File: src/rtl/led_strip_controller_pkg.sv
`default_nettype none
// ============================================================================
// Module      : led_pkg
// Description : Shared states, default WS2812 timing at 50 MHz and GRB packer.
// Revision    : 1.0
// ============================================================================
package led_pkg;

    typedef enum logic [2:0] {
        IDLE  = 3'd0,
        FETCH = 3'd1,
        LATCH = 3'd2,
        SEND  = 3'd3,
        GAP   = 3'd4,
        DONE  = 3'd5
    } state_t;

    localparam int c_t0h_cyc   = 20;
    localparam int c_t1h_cyc   = 40;
    localparam int c_bit_cyc   = 63;
    localparam int c_reset_cyc = 3000;

    // {R,G,B} in, {G,R,B} out, each channel dimmed by a right shift
    function automatic logic [23:0] pack_grb(input logic [23:0] rgb, input int unsigned shift);
        logic [7:0] red;
        logic [7:0] grn;
        logic [7:0] blu;
        red = rgb[23:16] >> shift;
        grn = rgb[15:8]  >> shift;
        blu = rgb[7:0]   >> shift;
        return {grn, red, blu};
    endfunction

endpackage
`default_nettype wire

File: src/rtl/led_strip_controller_if.sv
`default_nettype none
// ============================================================================
// Module      : led_strip_controller_if
// Description : Frame request, mixer and strip-pin signals of the LED bar.
// Revision    : 1.0
// ============================================================================
interface led_strip_controller_if #(
    parameter int N = 10
);
    logic         frame_start;
    logic [N-1:0] level;
    logic [N-1:0] max_idx;
    logic [N-1:0] mix_contador;
    logic [23:0]  mix_cor;
    logic         led_dout;
    logic         busy;
    logic         frame_done;

    modport master (
        output frame_start, level, max_idx, mix_cor,
        input  mix_contador, led_dout, busy, frame_done
    );

    modport slave (
        input  frame_start, level, max_idx, mix_cor,
        output mix_contador, led_dout, busy, frame_done
    );
endinterface
`default_nettype wire

File: src/rtl/led_strip_controller_bit_tx.sv
`default_nettype none
// ============================================================================
// Module      : ws2812_bit_tx
// Description : Serialises one 24-bit GRB word onto the WS2812 line, MSB first.
// Revision    : 1.0
// ============================================================================
module ws2812_bit_tx
    import led_pkg::*;
#(
    parameter int T0H_CYC = c_t0h_cyc,
    parameter int T1H_CYC = c_t1h_cyc,
    parameter int BIT_CYC = c_bit_cyc
)(
    input  logic        clk,
    input  logic        rst_n,
    input  logic        i_load,
    input  logic [23:0] i_word,
    output logic        o_ready,
    output logic        o_done,
    output logic        o_dout
);
    localparam int              c_tw   = $clog2(BIT_CYC);
    localparam logic [c_tw-1:0] c_t0h  = c_tw'(T0H_CYC);
    localparam logic [c_tw-1:0] c_t1h  = c_tw'(T1H_CYC);
    localparam logic [c_tw-1:0] c_last = c_tw'(BIT_CYC - 1);

    logic [c_tw-1:0] r_timer, w_timer_n;
    logic [23:0]     r_shreg, w_shreg_n;
    logic [4:0]      r_bit,   w_bit_n;
    logic            r_active, w_active_n;
    logic            r_dout,  w_dout_n;

    always_comb begin
        w_timer_n  = r_timer;
        w_shreg_n  = r_shreg;
        w_bit_n    = r_bit;
        w_active_n = r_active;
        if (i_load) begin
            w_timer_n  = '0;
            w_shreg_n  = i_word;
            w_bit_n    = '0;
            w_active_n = 1'b1;
        end else if (r_active) begin
            if (r_timer == c_last) begin
                w_timer_n = '0;
                w_shreg_n = {r_shreg[22:0], 1'b0};
                if (r_bit == 5'd23) begin
                    w_active_n = 1'b0;
                end else begin
                    w_bit_n = r_bit + 5'd1;
                end
            end else begin
                w_timer_n = r_timer + 1'b1;
            end
        end
        // The line level is computed from next-cycle state so the pin is a flop
        w_dout_n = w_active_n && (w_timer_n < (w_shreg_n[23] ? c_t1h : c_t0h));
    end

    always_ff @(posedge clk or negedge rst_n) begin
        if (!rst_n) begin
            r_timer  <= '0;
            r_shreg  <= '0;
            r_bit    <= '0;
            r_active <= 1'b0;
            r_dout   <= 1'b0;
        end else begin
            r_timer  <= w_timer_n;
            r_shreg  <= w_shreg_n;
            r_bit    <= w_bit_n;
            r_active <= w_active_n;
            r_dout   <= w_dout_n;
        end
    end

    assign o_ready = !r_active;
    assign o_done  = r_active && (r_bit == 5'd23) && (r_timer == c_last);
    assign o_dout  = r_dout;

endmodule
`default_nettype wire

File: src/rtl/led_strip_controller.sv
`default_nettype none
// ============================================================================
// Module      : led_strip_controller
// Description : Walks the LED bar per frame, queries the colour mixer per pixel
//               and streams the blanked/dimmed colours to the WS2812 line.
// Revision    : 1.0
// ============================================================================
module led_strip_controller
    import led_pkg::*;
#(
    parameter int          N            = 10,
    parameter int          LOG2_LEDS    = 3,
    parameter int          T0H_CYC      = c_t0h_cyc,
    parameter int          T1H_CYC      = c_t1h_cyc,
    parameter int          BIT_CYC      = c_bit_cyc,
    parameter int          RESET_CYC    = c_reset_cyc,
    parameter int unsigned BRIGHT_SHIFT = 0
)(
    input  logic clock,
    input  logic reset_n,
    led_strip_controller_if.slave bus
);
    localparam int                   c_acc_w    = N + LOG2_LEDS;
    localparam int                   c_gap_w    = $clog2(RESET_CYC);
    localparam logic [LOG2_LEDS-1:0] c_last_pix = LOG2_LEDS'((1 << LOG2_LEDS) - 1);
    localparam logic [c_gap_w-1:0]   c_last_gap = c_gap_w'(RESET_CYC - 1);

    state_t               r_state;
    logic [N-1:0]         r_lvl_snap;
    logic [N-1:0]         r_max_snap;
    logic [c_acc_w-1:0]   r_acc;
    logic [LOG2_LEDS-1:0] r_pix;
    logic [c_gap_w-1:0]   r_gap;
    logic                 r_lit;
    logic [N-1:0]         r_mix_contador;
    logic                 r_busy;
    logic                 r_frame_done;

    logic [N-1:0] w_pos;
    logic         w_load;
    logic [23:0]  w_word;
    logic         w_tx_ready;
    logic         w_tx_done;
    logic         w_tx_dout;

    // acc holds pixel*max_idx with LOG2_LEDS fraction bits; its integer part is the position
    assign w_pos  = r_acc[c_acc_w-1:LOG2_LEDS];
    assign w_load = (r_state == LATCH) && w_tx_ready;
    assign w_word = r_lit ? pack_grb(bus.mix_cor, BRIGHT_SHIFT) : 24'h0;

    always_ff @(posedge clock or negedge reset_n) begin
        if (!reset_n) begin
            r_state        <= IDLE;
            r_lvl_snap     <= '0;
            r_max_snap     <= '0;
            r_acc          <= '0;
            r_pix          <= '0;
            r_gap          <= '0;
            r_lit          <= 1'b0;
            r_mix_contador <= '0;
            r_busy         <= 1'b0;
            r_frame_done   <= 1'b0;
        end else begin
            case (r_state)
                IDLE: begin
                    if (bus.frame_start) begin
                        r_lvl_snap <= bus.level;
                        r_max_snap <= bus.max_idx;
                        r_acc      <= '0;
                        r_pix      <= '0;
                        r_busy     <= 1'b1;
                        r_state    <= FETCH;
                    end
                end
                FETCH: begin
                    r_mix_contador <= w_pos;
                    r_lit          <= (w_pos <= r_lvl_snap);
                    r_state        <= LATCH;
                end
                LATCH: begin
                    r_acc   <= r_acc + {{LOG2_LEDS{1'b0}}, r_max_snap};
                    r_state <= SEND;
                end
                SEND: begin
                    if (w_tx_done) begin
                        if (r_pix == c_last_pix) begin
                            r_gap   <= '0;
                            r_state <= GAP;
                        end else begin
                            r_pix   <= r_pix + 1'b1;
                            r_state <= FETCH;
                        end
                    end
                end
                GAP: begin
                    if (r_gap == c_last_gap) begin
                        r_frame_done <= 1'b1;
                        r_state      <= DONE;
                    end else begin
                        r_gap <= r_gap + 1'b1;
                    end
                end
                DONE: begin
                    r_frame_done <= 1'b0;
                    r_busy       <= 1'b0;
                    r_state      <= IDLE;
                end
                default: r_state <= IDLE;
            endcase
        end
    end

    ws2812_bit_tx #(
        .T0H_CYC (T0H_CYC),
        .T1H_CYC (T1H_CYC),
        .BIT_CYC (BIT_CYC)
    ) u_bit_tx (
        .clk     (clock),
        .rst_n   (reset_n),
        .i_load  (w_load),
        .i_word  (w_word),
        .o_ready (w_tx_ready),
        .o_done  (w_tx_done),
        .o_dout  (w_tx_dout)
    );

    assign bus.mix_contador = r_mix_contador;
    assign bus.led_dout     = w_tx_dout;
    assign bus.busy         = r_busy;
    assign bus.frame_done   = r_frame_done;

endmodule
`default_nettype wire

File: src/flat_wrapper.sv
// flat-port wrapper written by rule: the top's interface ports become plain ports
module led_strip_controller_flat import led_pkg::*;
#(
    parameter int          N            = 10,
    parameter int          LOG2_LEDS    = 3,
    parameter int          T0H_CYC      = c_t0h_cyc,
    parameter int          T1H_CYC      = c_t1h_cyc,
    parameter int          BIT_CYC      = c_bit_cyc,
    parameter int          RESET_CYC    = c_reset_cyc,
    parameter int unsigned BRIGHT_SHIFT = 0
)
  (clock, reset_n, bus_frame_start, bus_level, bus_max_idx, bus_mix_cor, bus_mix_contador, bus_led_dout, bus_busy, bus_frame_done);
  led_strip_controller_if #(.N(N)) bus_i ();
  input  logic clock;
  input  logic reset_n;
  input wire logic [$bits(bus_i.frame_start)-1:0] bus_frame_start;
  input wire logic [$bits(bus_i.level)-1:0] bus_level;
  input wire logic [$bits(bus_i.max_idx)-1:0] bus_max_idx;
  input wire logic [$bits(bus_i.mix_cor)-1:0] bus_mix_cor;
  output wire logic [$bits(bus_i.mix_contador)-1:0] bus_mix_contador;
  output wire logic [$bits(bus_i.led_dout)-1:0] bus_led_dout;
  output wire logic [$bits(bus_i.busy)-1:0] bus_busy;
  output wire logic [$bits(bus_i.frame_done)-1:0] bus_frame_done;
  assign bus_i.frame_start = bus_frame_start;
  assign bus_i.level = bus_level;
  assign bus_i.max_idx = bus_max_idx;
  assign bus_i.mix_cor = bus_mix_cor;
  assign bus_mix_contador = bus_i.mix_contador;
  assign bus_led_dout = bus_i.led_dout;
  assign bus_busy = bus_i.busy;
  assign bus_frame_done = bus_i.frame_done;
  led_strip_controller #(.N(N), .LOG2_LEDS(LOG2_LEDS), .T0H_CYC(T0H_CYC), .T1H_CYC(T1H_CYC), .BIT_CYC(BIT_CYC), .RESET_CYC(RESET_CYC), .BRIGHT_SHIFT(BRIGHT_SHIFT)) u_core (.clock(clock), .reset_n(reset_n), .bus(bus_i));
endmodule
File: config.mk
export PLATFORM = sky130hd
export DESIGN_NAME = led_strip_controller_flat
export DESIGN_NICKNAME = d
export VERILOG_FILES = /design/src/rtl/led_strip_controller_pkg.sv /design/src/rtl/led_strip_controller_if.sv /design/src/rtl/led_strip_controller_bit_tx.sv /design/src/rtl/led_strip_controller.sv /design/src/flat_wrapper.sv
export SDC_FILE = /design/constraint.sdc
export NUM_CORES = 1
export LEC_CHECK = 0
export BUFFER_PORTS_ARGS = -buffer_cell sky130_fd_sc_hd__clkbuf_2
export CORE_MARGIN = 4
export CORE_UTILIZATION = 45
export DETAILED_ROUTE_END_ITERATION = 10
export PLACE_DENSITY_LB_ADDON = 0.15
export SLEW_MARGIN = 20
export SYNTH_ARGS = -nofsm -noshare
export SYNTH_HDL_FRONTEND = slang
export SYNTH_SLANG_ARGS = --single-unit
File: constraint.sdc
create_clock -name clock -period 2.9 [get_ports clock]
set_clock_uncertainty 0.1 [all_clocks]
set_input_delay 0.145 -clock clock [delete_from_list [all_inputs] [get_ports clock]]
set_output_delay 0.145 -clock clock [all_outputs]
set_load 0.005 [all_outputs]
# Yosys cells after proc, flatten, opt, wreduce, memory -nomap -nowiden
# Index checks and enable logic that the tools add are counted.
word_totals:
  wordCells: 96
  output_inout_bits: 13
  inputBits: 47
  reg_bits: 101
op_classes:
  reduce_logical: 22
  muxes: 35
  add_sub_neg: 5
  n_eq_ne: 16
  magnitude_cmp: 2
ops:
  columns: ["operator", "n"]
  rows:
  - ["$mux 24", 4]
  - ["$mux 12", 3]
  - ["$pmux 13 s2", 1]
  - ["$mux 6", 4]
  - ["$pmux 12 s2", 1]
  - ["$mux 3", 7]
  - ["$mux 5", 4]
  - ["$pmux 3 s5", 1]
  - ["$reduce_bool 2->1", 7]
  - ["$add 13x10->13", 1]
  - ["$mux 13", 1]
  - ["$add 12x1->12 const B", 1]
  - ["$eq 12x12->1 const B", 1]
  - ["$le 10x10->1", 1]
  - ["$ne 2x2->1 const B", 5]
  - ["$reduce_and 2->1", 5]
  - ["$eq 3x3->1 const B", 3]
  - ["$reduce_and 4->1", 2]
  - ["$add 6x1->6 const B", 1]
  - ["$eq 3x2->1 const B", 2]
  - ["$eq 6x6->1 const B", 1]
  - ["$lt 6x6->1", 1]
  - ["$mux 1", 6]
  - ["$pmux 3 s2", 1]
  - ["10 further kinds", 16]

# Depth between registers and ports, before layout
# Gate-level depths: netlist of run 1.
logic_depth:
  ltp_word: 7
  depth_mapped: 13

# Modules after synthesis
# Synthesis of run 1 repeated with hierarchy kept, for this count alone.
hier_totals:
  hier_cells: 570
  area_unflattened_um2: 5472.7
by_module_without_submodules:
  columns: ["module", "area_each_um2", "n_inst", "cells_per_inst"]
  rows:
  - ["led_strip_controller", 3570.9, 1, 384]
  - ["ws2812_bit_tx", 1901.8, 1, 186]

# Worst setup path after synthesis of run 1
# OpenSTA, ideal clock, no wires.
synth_timing:
  kind: "register -> register"
  startpoint: "register u_core.u_bit_tx.r_timer[0]"
  endpoint: "register u_core.u_bit_tx.r_dout, in the netlist u_core.u_bit_tx.o_dout"
  slack_ns: 0.576
  period_less_slack_ns: 2.324
  t_arrival_ns: 2.123
  stages_incl_launch_ff: 14
  cell_sequence: "dfrtp_1 -> inv_1 -> ha_1 -> nand3_1 -> nor3_1 -> buf_2 -> or2_2 -> nor2_1 -> ha_1 -> a21oi_1 -> nand2_1 -> nand2_1 -> a31oi_1 -> nor4_1"
synth_via:
  word_cells_on_any_way: 14
synth_lines:
  columns: ["element", "line", "text"]
  rows:
  - ["start, declared", "led_strip_controller_bit_tx.sv:27", "logic [c_tw-1:0] r_timer, w_timer_n;"]
  - ["start signal, assigned", "led_strip_controller_bit_tx.sv:68", "r_timer <= w_timer_n;"]
  - ["$add 6x1->6 / $eq 6x6->1 (equally long branches)", "led_strip_controller_bit_tx.sv:53, led_strip_controller_bit_tx.sv:44", null]
  - ["$mux 6 (*)", "led_strip_controller_bit_tx.sv:44", "if (r_timer == c_last) begin"]
  - ["$mux 6 (*)", "led_strip_controller_bit_tx.sv:43", "end else if (r_active) begin"]
  - ["$mux 6 (*)", "led_strip_controller_bit_tx.sv:38", "if (i_load) begin"]
  - ["named net u_core.u_bit_tx.w_timer_n[4]", "led_strip_controller_bit_tx.sv:27", null]
  - ["$lt 6x6->1 (*)", "led_strip_controller_bit_tx.sv:57", "w_dout_n = w_active_n && (w_timer_n < (w_shreg_n[23] ? c_t1h : c_t0h));"]
  - ["$logic_and 1x1->1 (*)", "led_strip_controller_bit_tx.sv:57", null]
  - ["named net u_core.u_bit_tx.w_dout_n", "led_strip_controller_bit_tx.sv:31", "logic r_dout, w_dout_n;"]
  - ["end signal, assigned", "led_strip_controller_bit_tx.sv:72", "r_dout <= w_dout_n;"]
  - ["end, declared", "led_strip_controller_bit_tx.sv:31", null]
# Mark *: on every way through the listed nets, which the timed path passes. The rest lies on a longest branch. The select of a mux whose other input is x is not followed.
# A chain may end at the register's enable or synchronous reset.

# Worst setup path in the final report of run 1
# Same ends and word-level chain as after synthesis.

==> run metrics, run 1 <==
run status finished clean; Vias 4,185; relative slew slack 0.444; number of fill cells in the layout 944; Die Span Y 115 microns; vias in the first global route 4,367; synth unique cells 56; Async S/R FF share, synth 1.00; Area Overhead vs Synth 25.1%; antenna-violating nets left 0; register bit total from synthesis 101; clk_lat worst skew 0.35 ns; clk sinks 101; CTS root buf clkbuf_16; CP Capture Type flop; Post-Syn Nets 606; H-Tree Depth 3; first-pass detailed-route iteration total 4; initial antenna violation count 0; Setup crit start kind flop; Setup Crit Path Kind reg2reg; share of cells above drive strength 1 0.170; CTS tree built; Cell Pwr Density 606 nW/um^2; total track usage 0.192; Final Hold Viols 0; sequential cell area 2530 sq um; Syn. warnings 0; post-layout min period 2.56 ns; Logic pwr share 0.195; final setup fails 0; Total Routed Length 11.5 mm; Top Ports 60; initial detailed-routing violation count 198; setup TNS 0 ns; Slew Viols, Final 0; Avg Inst Size Synth 9.73 sq um; Post-synth top flop dfrtp_1; CP arrival 2.71 ns; Slew @ Worst Pin 0.830 ns; grt ovf 0; routed vias/inst 5.36; Hold Path Class in2reg; crit share post-route 0.882; maxcap violations 0; Die W 115 microns; Psw 1100 uW; input/output buffers 59; cts repair resizes 0; Post-route DRC 0; largest net degree at the start of global routing 54; WHS 0.0239 ns; initial cell density of the core 0.467; die area 13,200 sq um; cts bufs inserted 9; CTS clock-pin slew for the worst setup and hold paths 0.07 ns; most common cell after layout, fill and taps aside nand2_1; Synth Cell Area 5150 sq um; part of the power in registers 0.450; routability cong. 0.872; Cells after Synth 529; number of core rows 38; # diodes 0; core area 11,000 sq um; Post-synth EDFFs 0; Static Leak 0.00317 uW; part of the Yosys area used for sequential elements 0.491; hpwl dp 7.87 mm; Data required, critical path 3.05 ns; IR drop worst, VDD 436 uV; sw frac 0.281; most frequent cells in the layout 114 x nand2_1, 101 x dfrtp_1, 58 x clkbuf_2, 45 x dlygate4sd3_1, 36 x o21ai_0; nets@finish 713; RSZ-0062 raised after global routing false; Multi-input gate area 2450 sq um; clock share of power 0.356; worst-path maximum fanout 9; Longest Clk Path Bufs 2; internal power 2810 uW; first-pass GRT wire length 20.4 mm; wire per inst 14.8 microns; fmax 391 MHz
## registers in the layout, summed over array words and instances, names as in the netlist, 3 cells and up
register,count
u_core.r_max_snap,10
u_core.r_state,3
u_core.r_lvl_snap,10
u_core.u_bit_tx.r_timer,6
u_core.bus.mix_contador,10
u_core.u_bit_tx.r_shreg,24
u_core.u_bit_tx.r_bit,5
u_core.r_pix,3
u_core.r_acc,13
u_core.r_gap,12
## path summary, 6_finish.rpt
path,from,to,slack (ns),cells after the start
worst max register to register,u_core.u_bit_tx.r_timer[0],u_core.u_bit_tx.o_dout,0.34,13
worst min-delay path,bus_frame_start,u_core.bus.busy,0.02,3
worst min register to register,u_core.u_bit_tx.r_shreg[2],u_core.u_bit_tx.r_shreg[2],0.37,2
max in group asynchronous,reset_n,u_core.bus.mix_contador[6],1.73,3
worst max-delay path,u_core.u_bit_tx.r_timer[0],u_core.u_bit_tx.o_dout,0.34,13
min in group asynchronous,reset_n,u_core.u_bit_tx.r_shreg[4],0.26,2
## critical path, stage by stage, from the launching register on
cell	delay [ns]
dfrtp_1	0.38
inv_1	0.08
ha_1	0.19
nand3_1	0.17
nor3_2	0.05
buf_4	0.16
or2_2	0.33
nor2_1	0.16
ha_1	0.26
a21oi_1	0.19
nand2_1	0.08
nand2_1	0.08
a31oi_1	0.04
nor4_1	0.18
## stage by stage
stage	utilization	setup WS, ns	instances	power (uW)	area (sq um)
2_1_floorplan	-	0.576	529	2240	5150
3_3_place_gp	0.511	0.497	720	2440	5640
3_5_place_dp	0.511	0.374	720	2490	5640
4_1_cts	0.584	0.329	781	3940	6440
5_1_grt	0.584	0.158	781	4140	6440
6_report	0.584	0.343	781	3900	6440
## cell type report
class                   instances  share of cell area
flip-flops and latches        101               0.393
multi-input cells             385               0.381
repair buffers                116               0.132
clock buffers                   9              0.0350
well taps                     140              0.0272
clock inverters                 7              0.0187
inverters                      23              0.0134
## cells by family after synthesis
group	Yosys count	synth area share
AO/OA/AOI/OAI	113	0.145
XOR/XNOR	17	0.0289
adder cells (fa/ha/maj)	30	0.0744
buffers and inverters	43	0.0345
flip-flops	101	0.491
multiplexers	15	0.0318
AND/OR/NAND/NOR	210	0.194
## synth_stat cells, drive strengths merged, types with 4 or more instances
master    n  area (sq um)
xor2     14           123
dfrtp   101          2530
a22oi    23           173
o21ai    37           185
clkbuf    8          30.0
nand2   114           428
a21oi    17          85.1
a22o      5          43.8
inv      23          86.3
or3       6          37.5
buf      12          61.3
nor3      8          40.0
nand3    17          85.1
mux2     11           124
and3      4          26.3
mux2i     4          40.0
ha       29           363
a21o      4          30.0
nor2     30           113
nand4     6          37.5
## power by group through the flow
stage               Clock (uW)  Combinational (uW)  Sequential (uW)
finish                    1390                 760             1760
global route              1480                 881             1780
CTS                       1430                 764             1750
detailed placement           0                 707             1780
global placement             0                 671             1770
floorplan                    0                 504             1730
## metal layers
layer  global-route usage  wire length, microns  vias to the layer above
met1                0.242                  5160                     2009
li1                     -                     -                     2069
met5                    0                     0                        -
met4               0.0673                   303                        0
met2                0.319                  5660                       81
met3               0.0537                   404                       26
## what timing repair did
item / in CTS / in global routing
hold buffers: 45 / 0
hold endpoints to repair: 92 / 0
setup buffers: 0 / 0
No activity file was read; power rests on OpenSTA's default activity.
==> run 2: changes to the inputs <==
==> constraint.sdc (replaced) <==
create_clock -name clock -period 2.9 [get_ports clock]
set_clock_uncertainty 0.1 [all_clocks]
set_input_delay 0.58 -clock clock [delete_from_list [all_inputs] [get_ports clock]]
set_output_delay 0.58 -clock clock [all_outputs]
set_load 0.005 [all_outputs]
==> run 2 against run 1 <==
Compared with the run above: first-iteration DRC count decreased by 18%; global-route usage down 0.39 points; sequential share of layout area up 2.9 points; core utilization down 4.0 points; cell area decreased by 6.8%; wire length fell by 3.7%; total power shrank 1.3%; clock power about the same; via count is 5.4% lower; critical path depth unchanged; largest cell class unchanged.
==> run metrics, run 2 (synthesis gave the netlist of run 1 again) <==
run status finished clean (unchanged); hold_buf cts 0 (was 45); CP arrival 2.68 ns (was 2.71 ns); Util after Layout 0.544 (was 0.584); Total Routed Length 11.1 mm (was 11.5 mm); # diodes 0 (unchanged); input/output buffers 59 (unchanged); largest net degree at the start of global routing 65 (was 54); most frequent cells in the layout 114 x nand2_1, 101 x dfrtp_1, 58 x clkbuf_2, 36 x o21ai_0, 30 x nor2_1 (was 114 x nand2_1, 101 x dfrtp_1, 58 x clkbuf_2, 45 x dlygate4sd3_1, 36 x o21ai_0); Longest Clk Path Bufs 2 (unchanged); post-layout min period 2.55 ns (was 2.56 ns); Setup WS pre-CTS 0.382 ns (was 0.374 ns); Die Span Y 115 microns (unchanged); crit share post-route 0.878 (was 0.882); die area 13,200 sq um (unchanged); clk_lat worst skew 0.35 ns (about the same); initial detailed-routing violation count 163 (was 198); Top Ports 60 (unchanged); share of cells above drive strength 1 0.184 (was 0.170); Post-route DRC 0 (unchanged); antenna-violating nets left 0 (unchanged); CTS tree built (unchanged); Design Area, Final 6000 sq um (was 6440 sq um); Final Hold Viols 0 (unchanged); Setup Crit Path Kind reg2reg (unchanged); Hold Path Class in2async (was in2reg); Area Overhead vs Synth 16.5% (was 25.1%); Data required, critical path 3.04 ns (was 3.05 ns); Slew Viols, Final 0 (unchanged); Setup crit start kind flop (unchanged); most common cell after layout, fill and taps aside nand2_1 (unchanged); vias in the first global route 4,194 (was 4,367); cts repair resizes 0 (unchanged); non-filler cells, final 737 (was 781); cts bufs inserted 9 (unchanged); CTS clock-pin slew for the worst setup and hold paths 0.07 ns (about the same); worst-path maximum fanout 11 (was 9); RSZ-0062 raised after global routing false (unchanged); grt ovf 0 (unchanged); number of flip-flops in the largest register 24 (unchanged); post-CTS setup buffers 0 (unchanged); routability cong. 0.869 (was 0.872); Placed Area 5650 sq um (was 5640 sq um); first-pass detailed-route iteration total 5 (was 4); nets@finish 669 (was 713); Vias 3,960 (was 4,185); final setup fails 0 (unchanged); Reg with most FFs u_core.u_bit_tx.r_shreg (unchanged); H-Tree Depth 3 (unchanged); first-pass GRT wire length 19.8 mm (was 20.4 mm); maxcap violations 0 (unchanged); wire per inst 15.1 microns (was 14.8 microns); IR drop worst, VDD 367 uV (was 436 uV); fmax 393 MHz (was 391 MHz); Inst Count DP 721 (was 720); number of fill cells in the layout 988 (was 944); relative slew slack 0.448 (was 0.444); core area 11,000 sq um (unchanged); setup TNS 0 ns (unchanged); hpwl dp 7.90 mm (was 7.87 mm); clk sinks 101 (unchanged); initial cell density of the core 0.467 (unchanged); Reg-to-Reg Start u_core.u_bit_tx.r_timer[0] (unchanged); number of core rows 38 (unchanged); Die W 115 microns (unchanged); top flop regs u_core.u_bit_tx.r_shreg x24, u_core.r_acc x13, u_core.r_gap x12 (unchanged); CP Capture Type flop (unchanged); initial antenna violation count 0 (unchanged); worst setup margin 0.354 ns (was 0.343 ns); Static Leak 0.00298 uW (was 0.00317 uW); CTS root buf clkbuf_16 (unchanged); total track usage 0.188 (was 0.192); crit path from u_core.u_bit_tx.r_timer[0] (unchanged); routed vias/inst 5.37 (was 5.36); Slew @ Worst Pin 0.825 ns (was 0.830 ns); Cell Pwr Density 642 nW/um^2 (was 606 nW/um^2)
==> run 2: changes by cell type in the layout (fill, tap and decap cells not counted) <==
| cell | previous run | this run |
|---|---|---|
| buf_4 | 12 | 13 |
| inv_6 | 2 | 0 |
| dlygate4sd3_1 | 45 | 0 |
| clkinvlp_4 | 1 | 2 |
| clkbuf_8 | 0 | 1 |
==> run 2: power breakdown <==
part | switching (uW) | total [uW] | internal (uW)
clock | 536 | 1400 | 865
sequential | 150 | 1750 | 1600
combinational | 384 | 700 | 316
==> run 2: layout make-up <==
cell class	instances	area, sq um	area share
inverters	23	86.3	0.0144
clock inverters	6	110	0.0184
clock buffers	10	239	0.0398
multi-input cells	385	2450	0.409
flip-flops and latches	101	2530	0.421
repair buffers	72	408	0.0680
well taps	140	175	0.0292
==> run 2: final timing paths <==
path,endpoint,slack (ns),cells after the start
min in group clock,u_core.r_max_snap[2],0.32,3
max reg2reg,u_core.u_bit_tx.o_dout,0.35,13
min reg2reg,u_core.u_bit_tx.r_shreg[1],0.37,2
max,u_core.u_bit_tx.o_dout,0.35,13
min,u_core.u_bit_tx.r_shreg[4],0.09,1
max in group asynchronous,u_core.bus.mix_contador[5],1.91,2
==> run 2: per-stage QoR <==
step | hold slack (ns) | total power, uW
2_1_floorplan | 0.184 | 2240
3_3_place_gp | 0.350 | 2440
6_report | 0.0907 | 3850
3_5_place_dp | 0.356 | 2480
4_1_cts | 0.106 | 3900
5_1_grt | 0.131 | 4110
==> run 2: routing by layer <==
metal  track usage  wire, microns  share of wire  vias to the layer above
met1         0.247           5000           0.45                     1877
met2         0.305           5330           0.48                       76
met5             0              0              0                        -
met3        0.0305            457          0.041                       18
li1              -              -              -                     1989
met4        0.0908            314          0.028                        0
==> run 2: critical path, stage by stage (launching register included) <==
cell and delay, ns:
dfrtp_1 0.38, inv_1 0.08, ha_1 0.20, nand3_1 0.16, nor3_2 0.06, buf_4 0.17, a22oi_1 0.27, nand2_1 0.14
ha_1 0.31, a21oi_1 0.17, nand2_1 0.07, nand2_1 0.06, a31oi_1 0.04, nor4_1 0.22
==> run 3: changes to the inputs <==
--- a/config.mk
+++ b/config.mk
@@ -6,10 +6,12 @@
 export NUM_CORES = 1
 export LEC_CHECK = 0
 export BUFFER_PORTS_ARGS = -buffer_cell sky130_fd_sc_hd__clkbuf_2
+export CORE_ASPECT_RATIO = 1.1
 export CORE_MARGIN = 4
 export CORE_UTILIZATION = 45
 export DETAILED_ROUTE_END_ITERATION = 10
 export PLACE_DENSITY_LB_ADDON = 0.15
+export RECOVER_POWER = 100
 export SLEW_MARGIN = 20
 export SYNTH_ARGS = -nofsm -noshare
 export SYNTH_HDL_FRONTEND = slang
==> run 3 against run 2 <==
Compared with the run above: sequential cell count is the same; sequential share of layout area is 0.95 points higher; setup slack got worse by 0.0075 ns; register-to-register slack hardly changed; via count decreased by 0.13%; critical endpoint unchanged; highest routed layer unchanged.
==> run metrics, run 3 (synthesis gave the netlist of run 1 again) <==
Vias 3,955 (was 3,960); antenna-violating nets left 0 (unchanged); Longest Clk Path Bufs 2 (unchanged); Placed Area 5640 sq um (was 5650 sq um); internal power 2620 uW (was 2780 uW); Static Leak 0.00287 uW (was 0.00298 uW); Top Ports 60 (unchanged); wire per inst 14.9 microns (was 15.1 microns); first-pass GRT wire length 19.0 mm (was 19.8 mm); Psw 1060 uW (was 1070 uW); Area Overhead vs Synth 14.0% (was 16.5%); total power 3670 uW (was 3850 uW); Slew @ Worst Pin 1.37 ns (was 0.825 ns); WP depth 10 (was 13); Hold Path Cell Cnt 3; WHS 0.317 ns (was 0.0907 ns); clock share of power 0.335 (was 0.364); vias in the first global route 4,014 (was 4,194); first-pass detailed-route iteration total 4 (was 5); Inst Count DP 726 (was 721); cts bufs inserted 9 (unchanged); CP Capture Type flop (unchanged); initial antenna violation count 0 (unchanged); maxcap violations 0 (unchanged); Die Span Y 120 microns (was 115 microns); total track usage 0.181 (was 0.188); share of cells above drive strength 1 0.150 (was 0.184); post-layout min period 2.55 ns (about the same); die area 13,200 sq um (about the same); Slew Viols, Final 0 (unchanged); worst-path maximum fanout 10 (was 11); Post-route DRC 0 (unchanged); hold_buf cts 0 (unchanged); most common cell after layout, fill and taps aside nand2_1 (unchanged); fmax 392 MHz (was 393 MHz); H-Tree Depth 3 (unchanged); R2R depth 10 (was 13); routability cong. 0.897 (was 0.869); Hold Path Class in2reg (was in2async); crit-path cells nor4b_4 > and2_0 > a22oi_1 > and2_1 > ha_1 > a21oi_1 > nand2_1 > nand2_1 > a31oi_1 > nor4_1 (was inv_1 > ha_1 > nand3_1 > nor3_2 > buf_4 > a22oi_1 > nand2_1 > ha_1 > a21oi_1 > nand2_1 > nand2_1 > a31oi_1 > nor4_1); RSZ-0062 raised after global routing false (unchanged); IR drop worst, VDD 349 uV (was 367 uV); initial cell density of the core 0.465 (was 0.467); Cell Pwr Density 626 nW/um^2 (was 642 nW/um^2); Top delay family on crit path simple AND/OR/NAND/NOR gates (unchanged); grt ovf 0 (unchanged); sw frac 0.288 (was 0.278); number of core rows 40 (was 38); part of the power in registers 0.479 (was 0.455); input/output buffers 59 (unchanged); post-CTS setup buffers 0 (unchanged); top flop regs u_core.u_bit_tx.r_shreg x24, u_core.r_acc x13, u_core.r_gap x12 (unchanged); Design Area, Final 5870 sq um (was 6000 sq um); Total Routed Length 11.0 mm (was 11.1 mm); crit share post-route 0.881 (was 0.878); routed vias/inst 5.34 (was 5.37); CP Buf/Inv Count 0 (was 2); clk sinks 101 (unchanged); Logic pwr share 0.187 (was 0.182); hpwl dp 7.69 mm (was 7.90 mm); Data required, critical path 3.04 ns (about the same); cell repeated most along the worst path nand2_1 (unchanged); final setup fails 0 (unchanged); core area 11,100 sq um (was 11,000 sq um); nets@finish 667 (was 669); largest net degree at the start of global routing 102 (was 65); Setup crit start kind flop (unchanged); Die W 110 microns (was 115 microns); number of flip-flops in the largest register 24 (unchanged); initial detailed-routing violation count 191 (was 163); clk_lat worst skew 0.35 ns (about the same); Setup Crit Path Kind reg2reg (unchanged); cts repair resizes 0 (unchanged); run status finished clean (unchanged); setup TNS 0 ns (unchanged); non-filler cells, final 741 (was 737); CTS clock-pin slew for the worst setup and hold paths 0.07 ns (about the same); Final Hold Viols 0 (unchanged); CTS tree built (unchanged); most frequent cells in the layout 114 x nand2_1, 101 x dfrtp_1, 49 x clkbuf_2, 37 x o21ai_0, 30 x nor2_1 (was 114 x nand2_1, 101 x dfrtp_1, 58 x clkbuf_2, 36 x o21ai_0, 30 x nor2_1); CTS root buf clkbuf_16 (unchanged); # diodes 0 (unchanged); relative slew slack 0.0853 (was 0.448); Slowest-stage cell, CP nor4b_4 (was dfrtp_1); critical path's largest stage delay 0.54 ns (was 0.38 ns); CP arrival 2.69 ns (was 2.68 ns); Reg with most FFs u_core.u_bit_tx.r_shreg (unchanged)
[run 3: cell count changes in the layout (fill, tap and decap cells not counted), sizes merged]
| cell | change |
|---|---|
| clkinvlp | -1 |
| clkinv | +1 |
| bufinv | -2 |
| buf | -9 |
| clkbuf | +8 |
[run 3: power by group through the flow]
stage                     Combinational, uW  Clock, uW  Sequential, uW
after detailed placement                696          0            1790
final                                   686       1230            1760
after global routing                    800       1330            1780
after CTS                               710       1260            1760
after global placement                  666          0            1780
after floorplan                         504          0            1730
[run 3: metal layers]
metal	GRT usage	vias to the layer above	routed length [microns]
met2	0.310	52	5540
met3	0.0448	10	362
met1	0.229	1919	5030
met5	0	-	0
li1	-	1974	-
met4	0.0429	0	106
[run 3: path summary, 6_finish.rpt]
| check | end | start | slack [ns] |
|---|---|---|---|
| setup / recovery | u_core.u_bit_tx.o_dout | u_core.u_bit_tx.r_active | 0.35 |
| hold / removal | u_core.r_max_snap[3] | bus_max_idx[3] | 0.32 |
| setup reg to reg | u_core.u_bit_tx.o_dout | u_core.u_bit_tx.r_active | 0.35 |
| hold reg to reg | u_core.u_bit_tx.r_shreg[10] | u_core.u_bit_tx.r_shreg[10] | 0.37 |
| max in group asynchronous | u_core.u_bit_tx.r_bit[3] | reset_n | 1.26 |
| min in group asynchronous | u_core.u_bit_tx.r_shreg[19] | reset_n | 0.55 |
[run 3: area by class of cell]
class | instances | area (sq um)
inverters | 23 | 86.3
multi-input cells | 385 | 2420
clock inverters | 4 | 47.5
repair buffers | 70 | 350
well taps | 147 | 184
fillers | 1024 | 5190
clock buffers | 11 | 253
flip-flops and latches | 101 | 2530
[run 3: worst register-to-register path: stages (launching register included)]
cell and delay [ns]:
dfrtp_1 0.50, nor4b_4 0.54, and2_0 0.24, a22oi_1 0.11
and2_1 0.18, ha_1 0.18, a21oi_1 0.18, nand2_1 0.07
nand2_1 0.07, a31oi_1 0.04, nor4_1 0.23
[run 3: through the flow]
| step | setup WS (ns) | util |
|---|---|---|
| 2_1_floorplan | 0.576 | - |
| 3_3_place_gp | 0.487 | 0.510 |
| 3_5_place_dp | 0.374 | 0.510 |
| 4_1_cts | 0.318 | 0.537 |
| 5_1_grt | 0.0472 | 0.530 |
| 6_report | 0.346 | 0.530 |
